===== src/rtl/mem_access_ctrl.sv =====
// mem_access_ctrl: execute-stage data-memory access controller.
// Base+displacement addressing (offset / pre-update / post-update), whole-access
// bounds check before any memory command, ready/valid command port, in-order
// read-beat collection, completion pulse with optional base writeback.
// Optional feature macro: MEM_ACCESS_STATS_EN (saturating access/fault counters).
module mem_access_ctrl #(
  parameter int WORD_WIDTH    = 48,
  parameter int DM_WORDS      = 16384,
  parameter int ADDR_WIDTH    = $clog2(DM_WORDS),
  parameter int REG_IDX_WIDTH = 3,
  parameter int BURST_MAX     = 4,
  parameter int CNT_WIDTH     = $clog2(BURST_MAX + 1)
) (
  input  logic                     clk,
  input  logic                     rst,
  input  logic                     req_valid,
  output logic                     req_ready,
  input  logic                     req_we,
  input  logic [1:0]               req_mode,
  input  logic [WORD_WIDTH-1:0]    req_base,
  input  logic [WORD_WIDTH-1:0]    req_disp,
  input  logic [REG_IDX_WIDTH-1:0] req_base_idx,
  input  logic [CNT_WIDTH-1:0]     req_count,
  input  logic [WORD_WIDTH-1:0]    req_wdata,
  output logic                     mem_req,
  input  logic                     mem_ready,
  output logic                     mem_we,
  output logic [ADDR_WIDTH-1:0]    mem_addr,
  output logic [WORD_WIDTH-1:0]    mem_wdata,
  input  logic                     mem_rvalid,
  input  logic [WORD_WIDTH-1:0]    mem_rdata,
  output logic                     ld_valid,
  output logic [CNT_WIDTH-1:0]     ld_beat,
  output logic [WORD_WIDTH-1:0]    ld_data,
  output logic                     done,
  output logic                     fault,
  output logic                     wb_en,
  output logic [REG_IDX_WIDTH-1:0] wb_idx,
  output logic [WORD_WIDTH-1:0]    wb_value,
  output logic [31:0]              stat_access_count,
  output logic [31:0]              stat_fault_count
);

  localparam int XW = WORD_WIDTH + 1;
  localparam logic [XW-1:0]        DM_LIMIT  = XW'(DM_WORDS);
  localparam logic [CNT_WIDTH-1:0] BURST_LIM = CNT_WIDTH'(BURST_MAX);
  localparam logic [1:0] MODE_PRE  = 2'b01;
  localparam logic [1:0] MODE_POST = 2'b10;
  localparam logic [1:0] MODE_RSVD = 2'b11;

  typedef enum logic [1:0] {IDLE, ISSUE, WAIT_RD, DONE} state_t;

  state_t state_reg, state_next;

  logic                     we_reg;
  logic [ADDR_WIDTH-1:0]    start_reg;
  logic [CNT_WIDTH-1:0]     count_reg;
  logic [WORD_WIDTH-1:0]    wdata_reg;
  logic [REG_IDX_WIDTH-1:0] idx_reg;
  logic [WORD_WIDTH-1:0]    wb_value_reg;
  logic                     wb_reg;
  logic                     fault_reg;
  logic [CNT_WIDTH-1:0]     beat_reg;
  logic [CNT_WIDTH-1:0]     rbeat_reg;
  logic [CNT_WIDTH-1:0]     outst_reg, outst_next;
  logic                     ld_valid_reg;
  logic [CNT_WIDTH-1:0]     ld_beat_reg;
  logic [WORD_WIDTH-1:0]    ld_data_reg;

  // Request decode is done at one extra bit so that under/overflow of the
  // effective address and of the burst end are both visible as bit WORD_WIDTH.
  logic [XW-1:0] ea_ext, start_ext, last_ext;
  logic          req_fault, req_wb;

  assign ea_ext    = {1'b0, req_base} + {req_disp[WORD_WIDTH-1], req_disp};
  assign start_ext = (req_mode == MODE_POST) ? {1'b0, req_base} : ea_ext;
  assign last_ext  = start_ext + XW'(req_count) - XW'(1);

  assign req_fault = ea_ext[WORD_WIDTH]
                  || (last_ext >= DM_LIMIT)
                  || (req_mode == MODE_RSVD)
                  || (req_count == '0)
                  || (req_count > BURST_LIM)
                  || (req_we && (req_count != CNT_WIDTH'(1)));

  // Register 0 is never written back, so an update on it is silently dropped.
  assign req_wb = !req_fault
               && ((req_mode == MODE_PRE) || (req_mode == MODE_POST))
               && (req_base_idx != '0);

  logic accept, cmd_fire, rd_fire, rv_take, last_beat;

  assign accept    = (state_reg == IDLE) && req_valid;
  assign cmd_fire  = (state_reg == ISSUE) && mem_ready;
  assign rd_fire   = cmd_fire && !we_reg;
  // Beats with nothing outstanding (stray, or left over from before a reset) are dropped.
  assign rv_take   = mem_rvalid && (outst_reg != '0);
  assign last_beat = (beat_reg == count_reg - CNT_WIDTH'(1));

  assign ld_valid = ld_valid_reg;
  assign ld_beat  = ld_beat_reg;
  assign ld_data  = ld_data_reg;

  // Outstanding read count: issue and return in the same cycle cancel out.
  always_comb begin
    outst_next = outst_reg;
    if (rd_fire && !rv_take) begin
      outst_next = outst_reg + CNT_WIDTH'(1);
    end else if (!rd_fire && rv_take) begin
      outst_next = outst_reg - CNT_WIDTH'(1);
    end
  end

  // State register.
  always_ff @(posedge clk or posedge rst) begin
    if (rst) begin
      state_reg <= IDLE;
    end else begin
      state_reg <= state_next;
    end
  end

  // Next-state and port outputs; completion fields are only driven while done.
  always_comb begin
    state_next = state_reg;
    req_ready  = 1'b0;
    mem_req    = 1'b0;
    mem_we     = 1'b0;
    mem_addr   = '0;
    mem_wdata  = '0;
    done       = 1'b0;
    fault      = 1'b0;
    wb_en      = 1'b0;
    wb_idx     = '0;
    wb_value   = '0;
    case (state_reg)
      IDLE: begin
        req_ready = 1'b1;
        if (req_valid) begin
          state_next = req_fault ? DONE : ISSUE;
        end
      end
      ISSUE: begin
        mem_req   = 1'b1;
        mem_we    = we_reg;
        mem_addr  = start_reg + ADDR_WIDTH'(beat_reg);
        mem_wdata = wdata_reg;
        if (mem_ready && last_beat) begin
          if (we_reg || (outst_next == '0)) begin
            state_next = DONE;
          end else begin
            state_next = WAIT_RD;
          end
        end
      end
      WAIT_RD: begin
        // Leaving on the returning beat makes done coincide with the last ld_valid.
        if (outst_next == '0) begin
          state_next = DONE;
        end
      end
      DONE: begin
        done       = 1'b1;
        fault      = fault_reg;
        wb_en      = wb_reg;
        wb_idx     = idx_reg;
        wb_value   = wb_value_reg;
        state_next = IDLE;
      end
      default: state_next = IDLE;
    endcase
  end

  // Request latch, beat counters and registered load-beat output.
  always_ff @(posedge clk or posedge rst) begin
    if (rst) begin
      we_reg       <= 1'b0;
      start_reg    <= '0;
      count_reg    <= '0;
      wdata_reg    <= '0;
      idx_reg      <= '0;
      wb_value_reg <= '0;
      wb_reg       <= 1'b0;
      fault_reg    <= 1'b0;
      beat_reg     <= '0;
      rbeat_reg    <= '0;
      outst_reg    <= '0;
      ld_valid_reg <= 1'b0;
      ld_beat_reg  <= '0;
      ld_data_reg  <= '0;
    end else begin
      outst_reg    <= outst_next;
      ld_valid_reg <= rv_take;
      if (rv_take) begin
        ld_data_reg <= mem_rdata;
        ld_beat_reg <= rbeat_reg;
        rbeat_reg   <= rbeat_reg + CNT_WIDTH'(1);
      end
      if (cmd_fire) begin
        beat_reg <= beat_reg + CNT_WIDTH'(1);
      end
      if (accept) begin
        we_reg       <= req_we;
        start_reg    <= start_ext[ADDR_WIDTH-1:0];
        count_reg    <= req_count;
        wdata_reg    <= req_wdata;
        idx_reg      <= req_base_idx;
        wb_value_reg <= ea_ext[WORD_WIDTH-1:0];
        wb_reg       <= req_wb;
        fault_reg    <= req_fault;
        beat_reg     <= '0;
        rbeat_reg    <= '0;
      end
    end
  end

`ifdef MEM_ACCESS_STATS_EN
  genvar gi;
  // Counter 0 tallies clean completions, counter 1 tallies rejected requests.
  for (gi = 0; gi < 2; gi++) begin : g_stat
    logic [31:0] cnt_reg;
    // Saturating count of completions with the matching outcome.
    always_ff @(posedge clk or posedge rst) begin
      if (rst) begin
        cnt_reg <= '0;
      end else if ((state_reg == DONE) && (fault_reg == 1'(gi)) && (cnt_reg != '1)) begin
        cnt_reg <= cnt_reg + 32'd1;
      end
    end
  end
  assign stat_access_count = g_stat[0].cnt_reg;
  assign stat_fault_count  = g_stat[1].cnt_reg;
`else
  assign stat_access_count = '0;
  assign stat_fault_count  = '0;
`endif

endmodule


===== config.mk =====
export PLATFORM = sky130hd
export DESIGN_NAME = mem_access_ctrl
export DESIGN_NICKNAME = d
export VERILOG_FILES = /design/src/rtl/mem_access_ctrl.sv
export SDC_FILE = /design/constraint.sdc
export NUM_CORES = 1
export LEC_CHECK = 0
export ABC_AREA = 1
export CAP_MARGIN = 20
export CORE_MARGIN = 3
export CORE_UTILIZATION = 50
export DETAILED_ROUTE_END_ITERATION = 12
export PLACE_DENSITY = 0.81
export SYNTH_ARGS = -nofsm -noshare
export SYNTH_HDL_FRONTEND = slang
export SYNTH_SLANG_ARGS = --single-unit
export TNS_END_PERCENT = 30

===== constraint.sdc =====
create_clock -name clk -period 6.6 [get_ports clk]
set_input_delay 0.66 -clock clk [delete_from_list [all_inputs] [get_ports clk]]
set_output_delay 0.66 -clock clk [all_outputs]
set_load 0.02 [all_outputs]

==> metrics.md, run 1 <==
| Metric | Value |
|---|---|
| Result of the run | `finished, final reports clean` |
| Vias/cell | `5.28` |
| Highest ir drop seen on vdd | `0.000190 V` |
| # clock sinks | `182` |
| DIE HEIGHT | `187 um` |
| Internal power consumption | `3.82 mW` |
| Endpoint type of the worst setup path | `register` |
| Setup skew after layout | `0.0100 ns` |
| Placeable core region | `31800 um2` |
| Via count of the first global-routing pass | `17100` |
| Cts bufs inserted | `17` |
| Count of flip-flops with a built-in enable after synthesis | `0` |
| Clock tree from TritonCTS | `built` |
| Setup crit start | `req_disp[0]` |
| Logic depth of the worst register-to-register path | `14` |
| Max-cap violations | `0` |
| Endpoint arrival time on the critical path | `6.69 ns` |
| Number of buffers inserted by hold repair at cts | `0` |
| Max-slew violation count | `0` |
| Clock root buffer | `clkbuf_16` |
| Layout overhead on the synthesized area | `28.2%` |
| Cell at the slowest stage of the critical path | `fa_1` |
| Leakage Power | `11.5 nW` |
| RSZ-0062 raised after global routing | `no` |
| Max Fanout on Critical Path | `5` |
| Pwr per Cell Area | `353 nW/um2` |
| Die X-Extent | `approximately 190 um` |
| Number of setup buffers added after CTS | `0` |
| Routed wire per std cell | `18.0 um` |
| Top library cells by usage in the layout, fill and taps aside | `nand2_1 (1052), inv_1 (405), clkdlybuf4s50_1 (376), dfrtp_1 (182), nor2_1 (166)` |
| Achievable clock frequency | `158 MHz` |
| Effective utilization at floorplan | `0.512` |
| Wire length of the first global-routing pass | `95.0 mm` |
| Instance count along the most critical hold path | `2` |
| Synthesized area per cell | `6.18 um2` |
| Final standard cell utilization of the core | `0.657` |
| Power share of the combinational group | `0.592` |
| Cell area after synthesis | `16300 um2` |
| Post-route DRC | `0` |
| Total detailed-routing wirelength | `61.9 mm` |
| Final cycle utilization of the critical path | `0.959` |
| Least-Margin Pin Slew | `between 1 and 1.5 ns` |
| Worst Path Required | `6.96 ns` |
| Most common cell after layout, fill and taps aside | `nand2_1` |
| Critical Path Most Common Cell | `nand2_1` |
| Post-DP HPWL | `51.1 mm` |
| Clk pin slew, worst setup/hold paths | `0.07 ns` |
| Starting DRT DRC Count | `1649` |
| RePlAce Congestion | `1.03` |
| Number of top-level pins | `approximately 440` |
| Clk Latency, worst-skew pair | `0.46 ns` |
| Total Routing Usage GR | `0.346` |
| Drt pass-1 iters | `8` |
| Site row count | `65` |
| Port Buffer Count | `376` |
| Die Area | `34800 um2` |
| Total Nets Final | `3302` |
| Setup Slack @ Placement | `-0.0195 ns` |
| Yosys Warn Count | `0` |
| Pin count of the biggest net entering global routing | `slightly below 100` |
| Type of element launching the critical path | `primary input` |
| Quantity of gates resized following cts | `0` |
| Shortest clock period the worst path allows after layout | `about 6.3 ns` |
| Final setup violation count | `0` |
| Worst-case headroom to the max-slew limit | `0.309` |
| Post-Layout Inst Area | `roughly 21000 um2` |
| Post-placement cell area | `20300 um2` |
| Number of failing hold endpoints at the final stage | `0` |
| Clock share of power | `0.147` |
| Share of total power consumed by net switching | `0.483` |
| Share of synthesized registers carrying an async set or reset | `1.00` |
| Count of cell types in the netlist | `50` |
| Synth Instances | `2635` |
| Kind of critical path | `primary input to register` |
| Antenna Nets Post-Route | `0` |
| Proportion of synthesized chip area in sequential cells | `0.279` |
| Class of the most critical hold timing path | `register to register` |
| Delay of the slowest cell on the worst path | `roughly 0.54 ns` |
| Fraction of final layout cells with drive strength greater than 1 | `0.0418` |
| Total of flip-flops plus latches after synthesis | `182` |
| Final setup slack of the worst path | `about 0.27 ns` |
| Sequential cell fraction of total power | `0.262` |
| Maximum count of clock buffers along a single path | `2` |
| Most used flip-flop cell after synthesis | `dfrtp_1` |
| Total via count after detailed routing | `18100` |
| Critical register-to-register path startpoint | `outst_reg[0]$_DFF_PP0_` |
| H-tree depth reported by CTS | `4` |
| Hold wc startpoint | `ld_data[44]$_DFFE_PP0P_` |
| Antenna violations before repair | `9` |
| Grt ovf | `0` |
| Net switching power of the design | `about 3.6 mW` |
[cells in the mapped netlist (25+ instances only)]
cell type     n  area, um2
a21oi_1     112        561
buf_4        64        480
clkbuf_1     57        214
dfrtp_1     182       4550
ha_1        113       1410
inv_1       407       1530
nand2_1    1053       3950
nand3_1      95        475
nand4_1      25        156
nor2_1      166        623
o21ai_0     119        596
xor2_1       26        228
[routing by layer]
layer,track usage,up-vias,wire length [um]
met1,0.453,8404,25600
met2,0.552,881,28000
met3,0.0738,145,5600
met4,0.154,2,2690
met5,0,-,10
li1,-,8695,-
[power by group through the flow]
| stage | logic (mW) | clock network [mW] | registers, mW |
|---|---|---|---|
| floorplan | 2.57 | 0 | 2.02 |
| global placement | 4.23 | 0 | 1.91 |
| detailed placement | 4.30 | 0 | 1.93 |
| CTS | 4.33 | 1.09 | 1.92 |
| global route | 4.80 | 1.14 | 1.98 |
| finish | 4.37 | 1.08 | 1.93 |
[cell families after synthesis]
logic type	synth area share
and+or+nand+nor	0.360
buffers and inverters	0.141
AOI/OAI and AO/OA	0.104
DFF	0.279
adders and majority gates	0.0904
xor gates and xnor gates	0.0236
muxes	0.00123
other	0.000230
[worst paths after layout]
check	slack, ns	endpoint
setup / recovery	0.27	state_reg[1]$_DFFE_PP0P_
hold / removal	0.47	ld_data[44]$_DFFE_PP0P_
setup reg to reg	2.86	state_reg[0]$_DFFE_PP0P_
hold reg to reg	0.47	ld_data[44]$_DFFE_PP0P_
max in group asynchronous	4.64	wb_value_reg[40]$_DFFE_PP0P_
min in group asynchronous	0.65	wdata_reg[30]$_DFFE_PP0P_
[through the flow]
step / hold WS, ns / total power, mW / cells / setup TNS [ns]
after floorplan: 0.449 / 4.59 / 2698 / 0
after global placement: 0.453 / 6.14 / 3394 / -0.0741
after detailed placement: 0.457 / 6.24 / 3396 / -0.0195
after CTS: 0.475 / 7.35 / 3428 / 0
after global routing: 0.485 / 7.92 / 3436 / 0
final: 0.473 / 7.38 / 3436 / 0
[critical path: cells and delay by family]
kind,cells,cell delay [ns]
buffers and inverters,3,0.69
AOI/OAI and AO/OA,6,1.68
and+or+nand+nor,20,2.14
adders and majority gates,3,1.50
[layout make-up]
class,instances,area [um2]
fillers,2862,10900
multi-input cells,1969,9700
flip-flops and latches,182,4550
repair buffers,388,3890
inverters,422,1590
well taps,435,544
clock buffers,19,443
clock inverters,13,156
diodes,8,20.0
No activity file was read; power rests on OpenSTA's default activity.
==> inputs of run 2 (changes only) <==
- CTS_CLUSTER_SIZE: default -> 14
==> results of run 2 <==
No change in the layout: final DEF, timing and power equal those of run 1.
